$ cat config.mk
export PLATFORM = sky130hd
export DESIGN_NAME = eval_stack
export DESIGN_NICKNAME = d
export VERILOG_FILES = /design/src/rtl/eval_pkg.sv /design/src/rtl/stack_regfile.sv /design/src/rtl/eval_stack.sv
export SDC_FILE = /design/constraint.sdc
export NUM_CORES = 1
export LEC_CHECK = 0
export CAP_MARGIN = 40
export CORE_MARGIN = 2
export CORE_UTILIZATION = 54
export DETAILED_ROUTE_END_ITERATION = 12
export PLACE_DENSITY = 0.92
export SYNTH_ARGS = -nofsm -noshare
export SYNTH_HDL_FRONTEND = slang
export SYNTH_SLANG_ARGS = --single-unit
$ cat constraint.sdc
create_clock -name clk -period 7.3 [get_ports clk]
set_input_delay 1.095 -clock clk [delete_from_list [all_inputs] [get_ports clk]]
set_output_delay 1.095 -clock clk [all_outputs]
set_load 0.005 [all_outputs]
$ cat src/rtl/eval_pkg.sv
// Shared encodings for the evaluation stack: command codes, ALU opcodes,
// control FSM states and the entry-storage operations.
package eval_pkg;

  typedef enum logic [2:0] {
    CMD_NOP    = 3'd0,
    CMD_PUSH   = 3'd1,
    CMD_POP    = 3'd2,
    CMD_ALU    = 3'd3,
    CMD_SWAP   = 3'd4,
    CMD_DUP    = 3'd5,
    CMD_CLRERR = 3'd6,
    CMD_RSVD   = 3'd7
  } cmd_e;

  localparam logic [3:0] ALU_ADD = 4'h0;
  localparam logic [3:0] ALU_SUB = 4'h1;

  typedef enum logic {
    ST_IDLE = 1'b0,
    ST_EXEC = 1'b1
  } state_e;

  typedef enum logic [2:0] {
    RF_HOLD = 3'd0,
    RF_PUSH = 3'd1,
    RF_POP  = 3'd2,
    RF_SWAP = 3'd3,
    RF_WB   = 3'd4
  } rf_op_e;

endpackage

$ cat src/rtl/stack_regfile.sv
// Entry storage for the evaluation stack: entry 0 is the top (A), entry 1 is B.
// Performs one shift/swap/writeback operation per clock as selected by op_i.
module stack_regfile
  import eval_pkg::*;
#(
  parameter int WIDTH = 16,
  parameter int DEPTH = 3
) (
  input  logic             clk,
  input  logic             reset,
  input  rf_op_e           op_i,
  input  logic [WIDTH-1:0] din_i,
  output logic [WIDTH-1:0] top_o,
  output logic [WIDTH-1:0] second_o
);

  logic [WIDTH-1:0] entries_q [DEPTH];
  logic [WIDTH-1:0] entries_d [DEPTH];

  // Writeback is a pop whose new top is the ALU result; the bottom entry keeps its value.
  always_comb begin
    entries_d = entries_q;
    case (op_i)
      RF_PUSH: begin
        for (int i = 1; i < DEPTH; i++) entries_d[i] = entries_q[i-1];
        entries_d[0] = din_i;
      end
      RF_POP, RF_WB: begin
        for (int i = 0; i < DEPTH - 1; i++) entries_d[i] = entries_q[i+1];
        if (op_i == RF_WB) entries_d[0] = din_i;
      end
      RF_SWAP: begin
        entries_d[0] = entries_q[1];
        entries_d[1] = entries_q[0];
      end
      default: begin
      end
    endcase
  end

  always_ff @(posedge clk or posedge reset) begin
    if (reset) begin
      for (int i = 0; i < DEPTH; i++) entries_q[i] <= '0;
    end else begin
      entries_q <= entries_d;
    end
  end

  assign top_o    = entries_q[0];
  assign second_o = entries_q[1];

endmodule

$ cat src/rtl/eval_stack.sv
// Evaluation stack feeding the ALU: accepts one command per handshake, runs ALU
// ops through a one-cycle EXEC state and writes the result back as the new top.
module eval_stack
  import eval_pkg::*;
#(
  parameter int WIDTH = 16,
  parameter int DEPTH = 3
) (
  input  logic             clk,
  input  logic             reset,
  input  logic [2:0]       cmd,
  input  logic             cmd_valid,
  output logic             cmd_ready,
  input  logic [WIDTH-1:0] push_data,
  input  logic [3:0]       op,
  output logic [WIDTH-1:0] alu_a,
  output logic [WIDTH-1:0] alu_b,
  output logic [3:0]       alu_opcode,
  input  logic [WIDTH-1:0] alu_r,
  input  logic             alu_cout,
  input  logic             alu_zero,
  input  logic             alu_error,
  input  logic [1:0]       alu_cmp,
  output logic [WIDTH-1:0] top,
  output logic [WIDTH-1:0] second,
  output logic [2:0]       count,
  output logic             flag_cout,
  output logic             flag_zero,
  output logic             flag_err,
  output logic [1:0]       flag_cmp,
  output logic             stack_err
);

  localparam logic [2:0] FULL = 3'(DEPTH);

  state_e           state_q, state_d;
  logic [2:0]       count_q, count_d;
  logic [WIDTH-1:0] alu_a_q, alu_a_d;
  logic [WIDTH-1:0] alu_b_q, alu_b_d;
  logic [3:0]       opcode_q, opcode_d;
  logic             fcout_q, fcout_d;
  logic             fzero_q, fzero_d;
  logic             ferr_q, ferr_d;
  logic [1:0]       fcmp_q, fcmp_d;
  logic             serr_q, serr_d;

  rf_op_e           rf_op;
  logic [WIDTH-1:0] rf_din;
  logic [WIDTH-1:0] top_w, second_w;

  stack_regfile #(
    .WIDTH(WIDTH),
    .DEPTH(DEPTH)
  ) u_regfile (
    .clk     (clk),
    .reset   (reset),
    .op_i    (rf_op),
    .din_i   (rf_din),
    .top_o   (top_w),
    .second_o(second_w)
  );

  always_comb begin
    state_d   = state_q;
    count_d   = count_q;
    alu_a_d   = alu_a_q;
    alu_b_d   = alu_b_q;
    opcode_d  = opcode_q;
    fcout_d   = fcout_q;
    fzero_d   = fzero_q;
    ferr_d    = ferr_q;
    fcmp_d    = fcmp_q;
    serr_d    = serr_q;
    rf_op     = RF_HOLD;
    rf_din    = push_data;
    cmd_ready = (state_q == ST_IDLE);

    case (state_q)
      ST_IDLE: begin
        if (cmd_valid) begin
          case (cmd_e'(cmd))
            CMD_PUSH: begin
              rf_op = RF_PUSH;
              if (count_q == FULL) serr_d = 1'b1;
              else count_d = count_q + 3'd1;
            end
            CMD_POP: begin
              if (count_q == 3'd0) begin
                serr_d = 1'b1;
              end else begin
                rf_op   = RF_POP;
                count_d = count_q - 3'd1;
              end
            end
            CMD_ALU: begin
              if (count_q >= 3'd2) begin
                alu_a_d  = second_w;
                alu_b_d  = top_w;
                opcode_d = op;
                state_d  = ST_EXEC;
              end else begin
                serr_d = 1'b1;
              end
            end
            CMD_SWAP: begin
              if (count_q >= 3'd2) rf_op = RF_SWAP;
              else serr_d = 1'b1;
            end
            CMD_DUP: begin
              if (count_q == 3'd0) begin
                serr_d = 1'b1;
              end else begin
                rf_op  = RF_PUSH;
                rf_din = top_w;
                if (count_q == FULL) serr_d = 1'b1;
                else count_d = count_q + 3'd1;
              end
            end
            CMD_CLRERR: begin
              serr_d = 1'b0;
              ferr_d = 1'b0;
            end
            default: begin
            end
          endcase
        end
      end
      ST_EXEC: begin
        state_d = ST_IDLE;
        fcout_d = alu_cout;
        fzero_d = alu_zero;
        ferr_d  = alu_error;
        fcmp_d  = alu_cmp;
        // A faulting ALU op leaves the operands on the stack untouched.
        if (!alu_error) begin
          rf_op   = RF_WB;
          rf_din  = alu_r;
          count_d = count_q - 3'd1;
        end
      end
      default: state_d = ST_IDLE;
    endcase
  end

  always_ff @(posedge clk or posedge reset) begin
    if (reset) begin
      state_q  <= ST_IDLE;
      count_q  <= '0;
      alu_a_q  <= '0;
      alu_b_q  <= '0;
      opcode_q <= '0;
      fcout_q  <= 1'b0;
      fzero_q  <= 1'b0;
      ferr_q   <= 1'b0;
      fcmp_q   <= '0;
      serr_q   <= 1'b0;
    end else begin
      state_q  <= state_d;
      count_q  <= count_d;
      alu_a_q  <= alu_a_d;
      alu_b_q  <= alu_b_d;
      opcode_q <= opcode_d;
      fcout_q  <= fcout_d;
      fzero_q  <= fzero_d;
      ferr_q   <= ferr_d;
      fcmp_q   <= fcmp_d;
      serr_q   <= serr_d;
    end
  end

  assign alu_a      = alu_a_q;
  assign alu_b      = alu_b_q;
  assign alu_opcode = opcode_q;
  assign top        = top_w;
  assign second     = second_w;
  assign count      = count_q;
  assign flag_cout  = fcout_q;
  assign flag_zero  = fzero_q;
  assign flag_err   = ferr_q;
  assign flag_cmp   = fcmp_q;
  assign stack_err  = serr_q;

endmodule
==> metrics.txt <==
Tcrit/Tclk final 0.483; Syn Nets around 500; clock power share 0.150; grt total ovfl 0; Post-synth top flop dfrtp_1; static leakage around 0.0025 µW; Crit. End Element register; Seq pwr share 0.433; starting density of the core 0.552; MaxCap Viol Count 0; top cells by count, synth dfrtp_1 (94), mux2_2 (55), buf_4 (34); GRT Total Usage 0.256; P&R area growth vs syn 25.9%; DIE HEIGHT a little over 100 µm; setup TNS 0 ns; most frequent cell after synthesis dfrtp_1; Required @ worst endpoint between 7 and 8 ns; Worst Setup Start Kind primary input; cts bufs inserted 9; Async SR Flop Fraction 1.00; Post-synth EDFFs 0; row count 35; Starting DRT DRC Count between 400 and 500; max-slew violation count 0; CTS sink cnt 94; largest net degree at the start of global routing 59; Setup Buffers After CTS 0; vias in the first global route just under 4k; RSZ-0062 raised after global routing false; Top Metal Used met4; DR WL/cell just over 20 µm; CP Class in -> reg; worst hold path class reg -> reg; H-tree Lvls 3; die width just over 100 µm; Design Power around 2300 µW; relative slew slack 0.380; Pwr Density about 360 nW/µm²; CTS resizes 0; I/O pin total about 130; Worst Min Path Start alu_opcode[3]; Clk Latency, worst-skew pair ~0.37 ns; Post-Route WL between 10,000 and 15,000 µm; # port buffers about 120; fin crit period between 3 and 4 ns; R2R cell count 5; Post-Syn Area between 5000 and 6000 µm²; DRT Pass-1 Iters 5; Avg Cell Area, Syn 11.5 µm²; initial antenna violation count 0; # diodes 0; DP HPWL 8790 µm; Cells after DPL 620; DRC violations left 0; flops & latches, synth 94; Layout Skew 0.0131 ns; vias between 3k and 4k; Worst Setup EP u_regfile.second_o[8]; Syn Inst Count between 400 and 500; Layout Cells excl Fill 635; Final Hold Vio Count 0; nets@finish between 500 and 600; Die ar. 10,200 µm²; met1 WL approximately 5100 µm; crit path DAT between 3 and 4 ns; outcome finished clean; largest area contributor in the netlist dfrtp_1; Sw Pwr approximately 720 µW; first-pass GRT wire length 20,400 µm; Max Root-Sink Buffers 2; final setup violation count 0; Synth cell types between 40 and 50; Pint between 1500 and 2000 µW; Final Util 0.695; worst r2r src state_q; Slew @ Worst Pin 0.929 ns; CTS tree built; via/cell ratio between 6 and 7; CP Launch Point cmd[2]; reg-to-reg slack, setup between 4 and 5 ns; core area between 9000 and 10,000 µm²; synth top area cells dfrtp_1 (46%), mux2_2 (12%), buf_4 (5.0%), mux2_1 (4.4%), mux2_4 (4.1%); layout cells sized above 1 0.197; post-synth top area share 0.464; routed length on met3 between 700 and 800 µm; reg2reg end u_regfile.second_o[12]; filler cell count 667; sequential-to-total area share from yosys stat 0.464; RePlAce Congestion about 0.84; fmax about 280 MHz; Root Buffer Master clkbuf_8; CP max FO 22; CTS clock-pin slew for the worst setup and hold paths 0.09 ns; Hold Buf Count CTS 0; YS warnings 0; met2 WL post-DR around 6500 µm; antenna viol nets, final 0; switching power share of the total 0.314; Comb pwr share 0.416; Peak VDD IR 191 µV
==> power by group through the flow <==
| stage | clock (µW) | sequential (µW) | combinational, µW |
|---|---|---|---|
| 2_1_floorplan | 0 | 940 | 547 |
| 3_3_place_gp | 0 | 976 | 914 |
| 3_5_place_dp | 0 | 1000 | 960 |
| 4_1_cts | 349 | 990 | 965 |
| 5_1_grt | 372 | 1030 | 1030 |
| 6_report | 345 | 995 | 956 |
==> stage by stage <==
stage / setup WS (ns) / hold WS [ns] / area [µm²]
global placement: 2.89 / 0.467 / 6070
floorplan: 3.76 / 0.472 / 5070
CTS: 3.82 / 0.500 / 6390
finish: 3.77 / 0.496 / 6390
detailed placement: 3.43 / 0.478 / 6190
global route: 3.68 / 0.511 / 6390
==> worst max-delay path, cell delays in order <==
cell             delay [ns]
clkdlybuf4s50_1        0.67
nor3b_4                0.39
o21ai_2                0.25
buf_16                 0.24
o21ai_4                0.55
buf_16                 0.23
mux2_2                 0.34
==> layer usage <==
layer | track usage | vias up
met5 | 0 | -
met4 | 0.0852 | 0
met3 | 0.0541 | 41
met2 | 0.430 | 205
met1 | 0.333 | 1978
li1 | - | 1760
==> cell families (layout without fill, tap and decap cells) <==
logic type	count (synthesis)	after routing	synth area share
AO/OA/AOI/OAI	118	118	0.155
flip-flops	94	94	0.464
multiplexers	90	90	0.210
buffers and inverters	74	155	0.0898
AND/OR/NAND/NOR	60	60	0.0656
adder cells (fa/ha/maj)	5	5	0.0123
XOR/XNOR	2	2	0.00345
==> final cells by class <==
| cell class | count | area, µm² | area share |
|---|---|---|---|
| sequential | 94 | 2350 | 0.368 |
| multi-input combinational | 275 | 2280 | 0.358 |
| timing repair buffer | 133 | 1390 | 0.217 |
| tap | 111 | 139 | 0.0217 |
| clock buffer | 9 | 124 | 0.0194 |
| clock inverter | 6 | 71.3 | 0.0112 |
| inverter | 7 | 28.8 | 0.00451 |
==> worst min path at each step <==
stage / endpoint / cells past startpoint / slack [ns]
finish: alu_opcode[3] / 1 / 0.50
global route: alu_opcode[3] / 1 / 0.51
CTS: alu_a[6] / 1 / 0.50
detailed placement: alu_opcode[3] / 1 / 0.48
global placement: alu_opcode[3] / 1 / 0.47
floorplan: u_regfile.entries_q[10] / 1 / 0.47
==> placed cells by master, fill, tap and decap left out, types with 5 or more instances in the layout <==
cell type and count:
a2bb2oi_1 18, mux2_2 55, mux2_1 20, dfrtp_1 94
o22ai_1 32, o21ai_0 20, o31ai_1 17, inv_1 6
a21oi_1 19, clkdlybuf4s50_1 124, ha_1 5, mux2_4 14
nand2_1 19, nand4_1 17, clkbuf_8 9
==> state kept, by name, indices dropped and copies added (netlist names) <==
signal	count
u_regfile.top_o	16
flag_zero	1
alu_opcode	4
flag_err	1
count	3
u_regfile.second_o	16
flag_cmp	2
state_q	1
flag_cout	1
alu_b	16
alu_a	16
stack_err	1
u_regfile.entries_q	16
(Power assumes the default switching activity.)
